**config.mk**
```make
export PLATFORM = sky130hd
export DESIGN_NAME = poly_tone_gen
export DESIGN_NICKNAME = d
export VERILOG_FILES = /design/src/rtl/poly_tone_gen.sv
export SDC_FILE = /design/constraint.sdc
export NUM_CORES = 1
export LEC_CHECK = 0
export ABC_CLOCK_PERIOD_IN_PS = 4400
export CAP_MARGIN = 10
export CORE_MARGIN = 4
export CORE_UTILIZATION = 30
export DETAILED_ROUTE_END_ITERATION = 10
export GPL_TIMING_DRIVEN = 1
export SETUP_SLACK_MARGIN = 0.5
export SLEW_MARGIN = 5
export SYNTH_ARGS = -nofsm -noshare
export SYNTH_HDL_FRONTEND = slang
export SYNTH_SLANG_ARGS = --single-unit
```
**constraint.sdc**
```tcl
create_clock -name clk -period 4.4 [get_ports clk]
set_input_delay 0.66 -clock clk [delete_from_list [all_inputs] [get_ports clk]]
set_output_delay 0.66 -clock clk [all_outputs]
set_load 0.02 [all_outputs]
```
**src/rtl/poly_tone_gen.sv**
```systemverilog
// Multi-key square-wave tone generator: per-key sync/debounce, runtime half-periods,
// mono lowest-index priority or poly PWM mix onto a single speaker pin.
module poly_tone_gen #(
    parameter int NUM_KEYS   = 5,
    parameter int CNT_W      = 21,
    parameter int DEB_CYCLES = 1000000,
    parameter int IDX_W      = $clog2(NUM_KEYS)
) (
    input  logic                clk,
    input  logic                rst_n,
    input  logic [NUM_KEYS-1:0] keys,
    input  logic                mode,
    input  logic                cfg_we,
    input  logic [IDX_W-1:0]    cfg_addr,
    input  logic [CNT_W-1:0]    cfg_data,
    output logic                speaker,
    output logic                note_valid,
    output logic [IDX_W-1:0]    note_idx,
    output logic [NUM_KEYS-1:0] active_keys
);
    localparam int DEB_W = $clog2(DEB_CYCLES) + 1;
    localparam int LVL_W = $clog2(NUM_KEYS + 1);
    localparam logic [DEB_W-1:0] DEB_LAST = DEB_W'(DEB_CYCLES - 1);
    localparam logic [IDX_W-1:0] P_LAST   = IDX_W'(NUM_KEYS - 1);

    logic [NUM_KEYS-1:0] deb;
    logic [NUM_KEYS-1:0] sq;
    logic [NUM_KEYS-1:0] en;

    genvar gi;
    generate
        for (gi = 0; gi < NUM_KEYS; gi++) begin : g_key
            logic [1:0]       sync_reg;
            logic [DEB_W-1:0] deb_cnt_reg;
            logic             deb_reg;
            logic [CNT_W-1:0] hp_reg;
            logic [CNT_W-1:0] cnt_reg;
            logic             sq_reg;
            logic             write_hit;

            assign write_hit = cfg_we && (cfg_addr == IDX_W'(gi));

            always_ff @(posedge clk or negedge rst_n) begin
                if (!rst_n) begin
                    sync_reg    <= '0;
                    deb_cnt_reg <= '0;
                    deb_reg     <= 1'b0;
                end else begin
                    sync_reg <= {sync_reg[0], keys[gi]};
                    if (sync_reg[1] == deb_reg) begin
                        deb_cnt_reg <= '0;
                    end else if (deb_cnt_reg == DEB_LAST) begin
                        deb_cnt_reg <= '0;
                        deb_reg     <= sync_reg[1];
                    end else begin
                        deb_cnt_reg <= deb_cnt_reg + DEB_W'(1);
                    end
                end
            end

            // A config write restarts the channel phase and wins over a same-cycle toggle.
            always_ff @(posedge clk or negedge rst_n) begin
                if (!rst_n) begin
                    hp_reg  <= '0;
                    cnt_reg <= '0;
                    sq_reg  <= 1'b0;
                end else if (write_hit) begin
                    hp_reg  <= cfg_data;
                    cnt_reg <= '0;
                    sq_reg  <= 1'b0;
                end else if (hp_reg == '0) begin
                    cnt_reg <= '0;
                    sq_reg  <= 1'b0;
                end else if (cnt_reg == hp_reg - CNT_W'(1)) begin
                    cnt_reg <= '0;
                    sq_reg  <= ~sq_reg;
                end else begin
                    cnt_reg <= cnt_reg + CNT_W'(1);
                end
            end

            assign deb[gi] = deb_reg;
            assign sq[gi]  = sq_reg;
            assign en[gi]  = deb_reg && (hp_reg != '0);
        end
    endgenerate

    logic [IDX_W-1:0] sel;
    logic             mono_bit;
    logic [LVL_W-1:0] lit_count;

    always_comb begin
        sel       = '0;
        mono_bit  = 1'b0;
        lit_count = '0;
        for (int i = NUM_KEYS - 1; i >= 0; i--) begin
            if (en[i]) begin
                sel      = IDX_W'(i);
                mono_bit = sq[i];
            end
        end
        for (int i = 0; i < NUM_KEYS; i++) begin
            lit_count = lit_count + LVL_W'(en[i] & sq[i]);
        end
    end

    logic                speaker_reg;
    logic                note_valid_reg;
    logic [IDX_W-1:0]    note_idx_reg;
    logic [NUM_KEYS-1:0] active_keys_reg;
    logic                mode_reg;
    logic [IDX_W-1:0]    p_reg;
    logic [LVL_W-1:0]    level_reg;

    // The speaker follows the registered mode, so a new mode takes over one cycle after it changes.
    always_ff @(posedge clk or negedge rst_n) begin
        if (!rst_n) begin
            speaker_reg     <= 1'b0;
            note_valid_reg  <= 1'b0;
            note_idx_reg    <= '0;
            active_keys_reg <= '0;
            mode_reg        <= 1'b0;
            p_reg           <= '0;
            level_reg       <= '0;
        end else begin
            active_keys_reg <= en;
            note_valid_reg  <= |en;
            note_idx_reg    <= sel;
            speaker_reg     <= mode_reg ? (LVL_W'(p_reg) < level_reg) : mono_bit;
            if (mode != mode_reg) begin
                mode_reg  <= mode;
                p_reg     <= '0;
                level_reg <= '0;
            end else begin
                p_reg <= (p_reg == P_LAST) ? '0 : p_reg + IDX_W'(1);
                if (p_reg == '0) begin
                    level_reg <= lit_count;
                end
            end
        end
    end

    assign speaker     = speaker_reg;
    assign note_valid  = note_valid_reg;
    assign note_idx    = note_idx_reg;
    assign active_keys = active_keys_reg;
endmodule

```
==> results of run 1 <==
[layer usage]
metal  vias to the layer above  routed length, microns  track usage [%]
li1                       6911                       -                -
met1                      7260                   23100             20.1
met2                       272                   21100             21.6
met3                        67                    2460             2.78
met4                         0                     931             3.47
met5                         -                       0                0
[per-stage QoR]
step           power (mW)  cells  util (%)  area, sq um  worst slack, ns
2_1_floorplan        5.44   1939         -        19300            0.991
3_3_place_gp         5.93   2779      32.7        20700            0.612
3_5_place_dp         6.01   2779      32.7        20700            0.592
4_1_cts              9.71   2853      35.0        22200            0.558
5_1_grt              10.1   2853      35.0        22200            0.548
6_report             9.61   2854      35.0        22200            0.757
[worst max-delay path: stages (launching register included)]
cell	delay, ns
dfrtp_1	0.46
or4_4	0.59
or4_1	0.67
o41ai_4	0.42
inv_1	0.13
nand2_1	0.11
fa_1	0.43
inv_1	0.10
fa_1	0.40
mux2i_1	0.15
nor2_1	0.06
[synthesized netlist by cell type (17+ instances only)]
cell type / number / area [sq um]
nor3_1: 127 / 636
or3_1: 17 / 106
ha_1: 21 / 263
o21ai_0: 32 / 160
xnor2_1: 154 / 1350
nand2_1: 111 / 417
xor2_1: 157 / 1380
nand4_1: 55 / 344
nor4_1: 36 / 225
and2_1: 17 / 106
dfrtp_1: 352 / 8810
nor3_2: 22 / 220
inv_1: 53 / 199
clkbuf_1: 60 / 225
mux2_2: 101 / 1140
nor2_1: 194 / 728
nand3_1: 98 / 490
a21oi_1: 26 / 130
and3_1: 53 / 332
[power by group]
group          total (mW)  switching (mW)  internal [mW]
clock network        3.62            1.39           2.24
logic                1.80           0.915          0.887
registers            4.18           0.575           3.61
[worst max path at each step]
stage,endpoint,depth (start not counted)
2_1_floorplan,level_reg[1],12
3_3_place_gp,level_reg[1],11
3_5_place_dp,level_reg[0],10
4_1_cts,level_reg[0],10
5_1_grt,level_reg[0],10
6_report,level_reg[0],10
[timing repair]
| item | 4_1_cts | 5_1_grt |
|---|---|---|
| hold buffers | 0 | 0 |
| gates resized for setup | 0 | 1 |
| endpoints found under the setup margin | 0 | 3 |
[area by class of cell]
type / instances / area [sq um]
diodes: 1 / 2.50
clock buffers: 62 / 1280
clock inverters: 12 / 171
fillers: 6365 / 41100
inverters: 53 / 199
multi-input cells: 1464 / 10000
flip-flops and latches: 352 / 8810
well taps: 846 / 1060
repair buffers: 64 / 628
[cell families (layout without fill, tap and decap cells)]
logic type	after synthesis	in the layout	synth area share [%]
fa+ha+maj	23	23	1.57
buf+inv	123	191	2.51
other cells	0	1	0
xor+xnor	311	311	14.1
compound gates	155	155	5.50
simple gates	865	865	24.2
mux	110	110	6.37
flops	352	352	45.7
==> impl_metrics.yaml, run 1 <==
floorplanning:
  ios: 43
  row_count: 92
  die_y_microns: 261
  initial_core_util_pct: 30.4
  die_x_microns: 261
  fp.coreArea_sq_um: 63300
  die_area_sq_um: 68400
setup_path:
  worstSetupPathType: "flip-flop to flip-flop"
  start_kind: "flip-flop"
  end_kind: "flip-flop"
  rr_startpoint: "g_key[1].hp_reg[7]"
  worstPathArrival_ns: 4.07
  r2r_end: "level_reg[0]"
  r2r_cells: 10
  critical_path_peak_fanout: 7
  regToRegSetupSlack_ns: 0.76
  critPathLaunch: "g_key[1].hp_reg[7]"
  required_ns: 4.82
status:
  status: "complete, no violations"
yosys:
  synth_nets: 1995
  ys_seq_elements: 352
  yosys.cell_types.count: 74
  ys_seq_area_share_pct: 45.7
  yosys_warnings: 0
  synth_edf_count: 0
  synthesis.area_sq_um: 19300
  ys.flop_type: "dfrtp_1"
  syn-instance-count: 1939
  post_synth.cell_area_avg_sq_um: 9.94
  async_reset_ff_share_pct: 100
timing:
  fin_setup_tns_ns: 0
  relSlewSlack_pct: 34.8
  layout_min_cycle_time_ns: 3.64
  tightest_slew_ns: 0.976
  skew_ns: 0.0234
  setup_viol: 0
  finalMaxSlewViolations: 0
  fmax_mhz: 274
  whs_ns: 0.0765
  rsz0062_at_grt: "no"
  finalHoldViolations: 0
  period_share_pct: 82.8
final_layout:
  syn_to_final_growth_pct: 15.0
  mostFrequentLayoutCells: "352 x dfrtp_1, 192 x nor2_1, 157 x xor2_1"
  finalNetCount: 2033
  final_common_cell: "dfrtp_1"
  drive_gt1_share_pct: 12.5
route:
  routed_wirelength_microns: 47600
  wire_per_inst_microns: 16.7
  drc: 0
  dr_total_vias: 14500
  firstDrtPassIters: 4
  ant_nets: 0
  drt_iter0_markers: 987
  vias_per_cell: 5.08
place:
  numPortBuffers: 42
  hpwlAfterDp_microns: 33400
  gp_congestion: 0.865
grt:
  grt_pass1_vias: 14600
  antenna_found_initial: 9
  track_usage_pct: 14.0
  grt-ovfl-total: 0
  grt_pass1_wl_microns: 78000
  grt_max_degree: 80
clock_network:
  cts_tree: "built"
  worstSkewPairLatency_ns: 0.56
  clock_sinks: 352
  cts_buffer_depth: 3
  post-cts-setup-buffers: 0
  cts_buffers: 42
  root_buffer: "clkbuf_16"
  clk_pin_slew_ns: 0.06
  h-tree-depth: 2
hold_path:
  hp-class: "input pin to async pin"
pwr:
  power_leakage_nw: 9.14
  ir_drop_v: 0.000244
  p_per_area_nw_per_um2: 433
flow_run:
  cap_violations: 0
Power figures use the tool's default switching activity.
==> run 2, diff against run 1 <==
--- a/config.mk
+++ b/config.mk
@@ -5,7 +5,7 @@
 export SDC_FILE = /design/constraint.sdc
 export NUM_CORES = 1
 export LEC_CHECK = 0
-export ABC_CLOCK_PERIOD_IN_PS = 4400
+export ABC_CLOCK_PERIOD_IN_PS = 3390
 export CAP_MARGIN = 10
 export CORE_MARGIN = 4
 export CORE_UTILIZATION = 30
==> constraint.sdc (replaced) <==
create_clock -name clk -period 3.39 [get_ports clk]
set_input_delay 0.5085 -clock clk [delete_from_list [all_inputs] [get_ports clk]]
set_output_delay 0.5085 -clock clk [all_outputs]
set_load 0.02 [all_outputs]
==> run 2 against run 1 <==
Combinational power is 42% higher; power up 34%; wire length increased by 2.6%; first-iteration DRC count increased by 9.2%; utilization up 1.3 points; maximum frequency up 18%; via count grew 2.6%.
==> impl_metrics.yaml, run 2 (synthesis results as in run 1) <==
grt:
  grt_pass1_vias: 14600
  grt_max_degree: 99
  grt_pass1_wl_microns: 78200
  grt-ovfl-total: 0
  track_usage_pct: 14.1
  antenna_found_initial: 7
timing:
  period_share_pct: 90.9
  finalHoldViolations: 0
  fmax_mhz: 325
  tightest_slew_ns: 0.826
  setup_viol: 0
  layout_min_cycle_time_ns: 3.08
  skew_ns: 0.0124
  relSlewSlack_pct: 45.0
  fin_setup_tns_ns: 0
  timing.final.ws_setup_ns: 0.309
  rsz0062_at_grt: "yes"
  finalMaxSlewViolations: 0
floorplanning:
  initial_core_util_pct: 30.4
  fp.coreArea_sq_um: 63300
  die_x_microns: 261
  ios: 43
  die_area_sq_um: 68400
  row_count: 92
  die_y_microns: 261
flow_run:
  cap_violations: 0
setup_path:
  worstPathArrival_ns: 3.52
  worstSetupPathType: "flip-flop to flip-flop"
  required_ns: 3.83
  critical_path_peak_fanout: 5
  cp_cell_sequence: "or4_4 > or4_4 > or4_4 > mux2i_2 > nor2_2 > nor4_4 > buf_4 > clkbuf_16 > nor3_4"
  critPathLaunch: "g_key[1].hp_reg[9]"
  timing.critical_path.mode_cell: "or4_4"
  slowest_stage: "or4_4"
  start_kind: "flip-flop"
  end_kind: "flip-flop"
  cp_top_family: "simple AND/OR/NAND/NOR gates"
  slowest_delay_ns: 0.59
  regToRegSetupSlack_ns: 0.31
  cp_num_buf_inv: 2
  rr_startpoint: "g_key[1].hp_reg[9]"
route:
  firstDrtPassIters: 6
  dr_total_vias: 14900
  ant_nets: 0
  routed_wirelength_microns: 48800
  vias_per_cell: 5.12
  drc: 0
  drt_iter0_markers: 1078
  wire_per_inst_microns: 16.8
clock_network:
  clock_sinks: 352
  cts_buffers: 42
  worstSkewPairLatency_ns: 0.57
  clk_pin_slew_ns: 0.06
  hold_buffers: 0
  h-tree-depth: 2
  root_buffer: "clkbuf_16"
  cts_buffer_depth: 3
  cts_tree: "built"
pwr:
  p_switching_mw: 3.82
  combinationalPowerShare_pct: 19.9
  intPower_mw: 9.03
  p_per_area_nw_per_um2: 559
  p_seq_share_pct: 42.0
  swShare_pct: 29.7
  clkPwrFrac_pct: 38.0
  ir_drop_v: 0.000327
  power_leakage_nw: 9.41
place:
  hpwlAfterDp_microns: 33900
  gp_congestion: 0.863
  dpl.cell_count: 2814
  dp_slack_ns: 0.238
  numPortBuffers: 42
final_layout:
  fillCellCount: 6326
  mostFrequentLayoutCells: "349 x dfrtp_1, 190 x nor2_1, 157 x xor2_1"
  syn_to_final_growth_pct: 19.3
  finalNetCount: 2090
  final_common_cell: "dfrtp_1"
  final_cells: 2910
  drive_gt1_share_pct: 16.7
status:
  status: "complete, no violations"
hold_path:
  hp-class: "input pin to async pin"
run 2: final cells by class:
class                           instances  area, sq um  area share, %
Multi-Input combinational cell       1464        10300           44.6
Sequential cell                       352         8810           38.3
Clock buffer                           53         1220           5.29
Timing Repair Buffer                  121         1150           5.01
Tap cell                              846         1060           4.60
Clock inverter                         20          287           1.25
Inverter                               53          199          0.865
Antenna cell                            1         2.50         0.0109
run 2: timing repair:
action | in CTS | in global routing
gates cloned | 2 | 4
pin swaps | 11 | 19
gates resized for setup | 15 | 53
endpoints found under the setup margin | 68 | 114
setup buffers | 4 | 12
run 2: power by group through the flow:
stage	combinational (mW)	sequential [mW]	clock, mW
CTS	2.45	5.39	5.02
finish	2.56	5.41	4.89
global placement	2.34	5.43	0
detailed placement	2.41	5.46	0
global route	2.83	5.49	5.19
floorplan	1.87	5.20	0
run 2: worst reg2reg max path, delay by kind of cell (launching register included):
family                 cells  cell delay, ns
buffers and inverters      2            0.37
DFF                        1            0.40
muxes                      1            0.22
and+or+nand+nor            6            1.97
run 2: worst paths after layout:
check / to / depth (start not counted)
worst max-delay path: g_key[1].cnt_reg[17] / 9
worst min-delay path: g_key[2].deb_cnt_reg[9] / 1
worst max register to register: g_key[1].cnt_reg[17] / 9
worst min register to register: g_key[4].sync_reg[1] / 0
max in group asynchronous: g_key[4].deb_cnt_reg[4] / 2
min in group clk: g_key[4].sync_reg[1] / 0
run 2: stage by stage:
stage | hold slack [ns] | power, mW | area, sq um | util [%]
global route | 0.0681 | 13.5 | 23000 | 36.3
floorplan | 0.213 | 7.07 | 19300 | -
global placement | 0.334 | 7.77 | 21000 | 33.2
finish | 0.0194 | 12.9 | 23000 | 36.3
detailed placement | 0.344 | 7.87 | 21000 | 33.2
CTS | 0.0256 | 12.9 | 22600 | 35.7
run 2: metal layers:
layer  part of all wire (%)  GRT usage (%)  wire (microns)  vias up
li1                       -              -               -     7027
met5                  0.027              0              13        -
met4                    2.1           3.78            1020        2
met1                     47           20.0           22800     7467
met2                     46           22.4           22300      316
met3                    5.6           2.55            2740       77
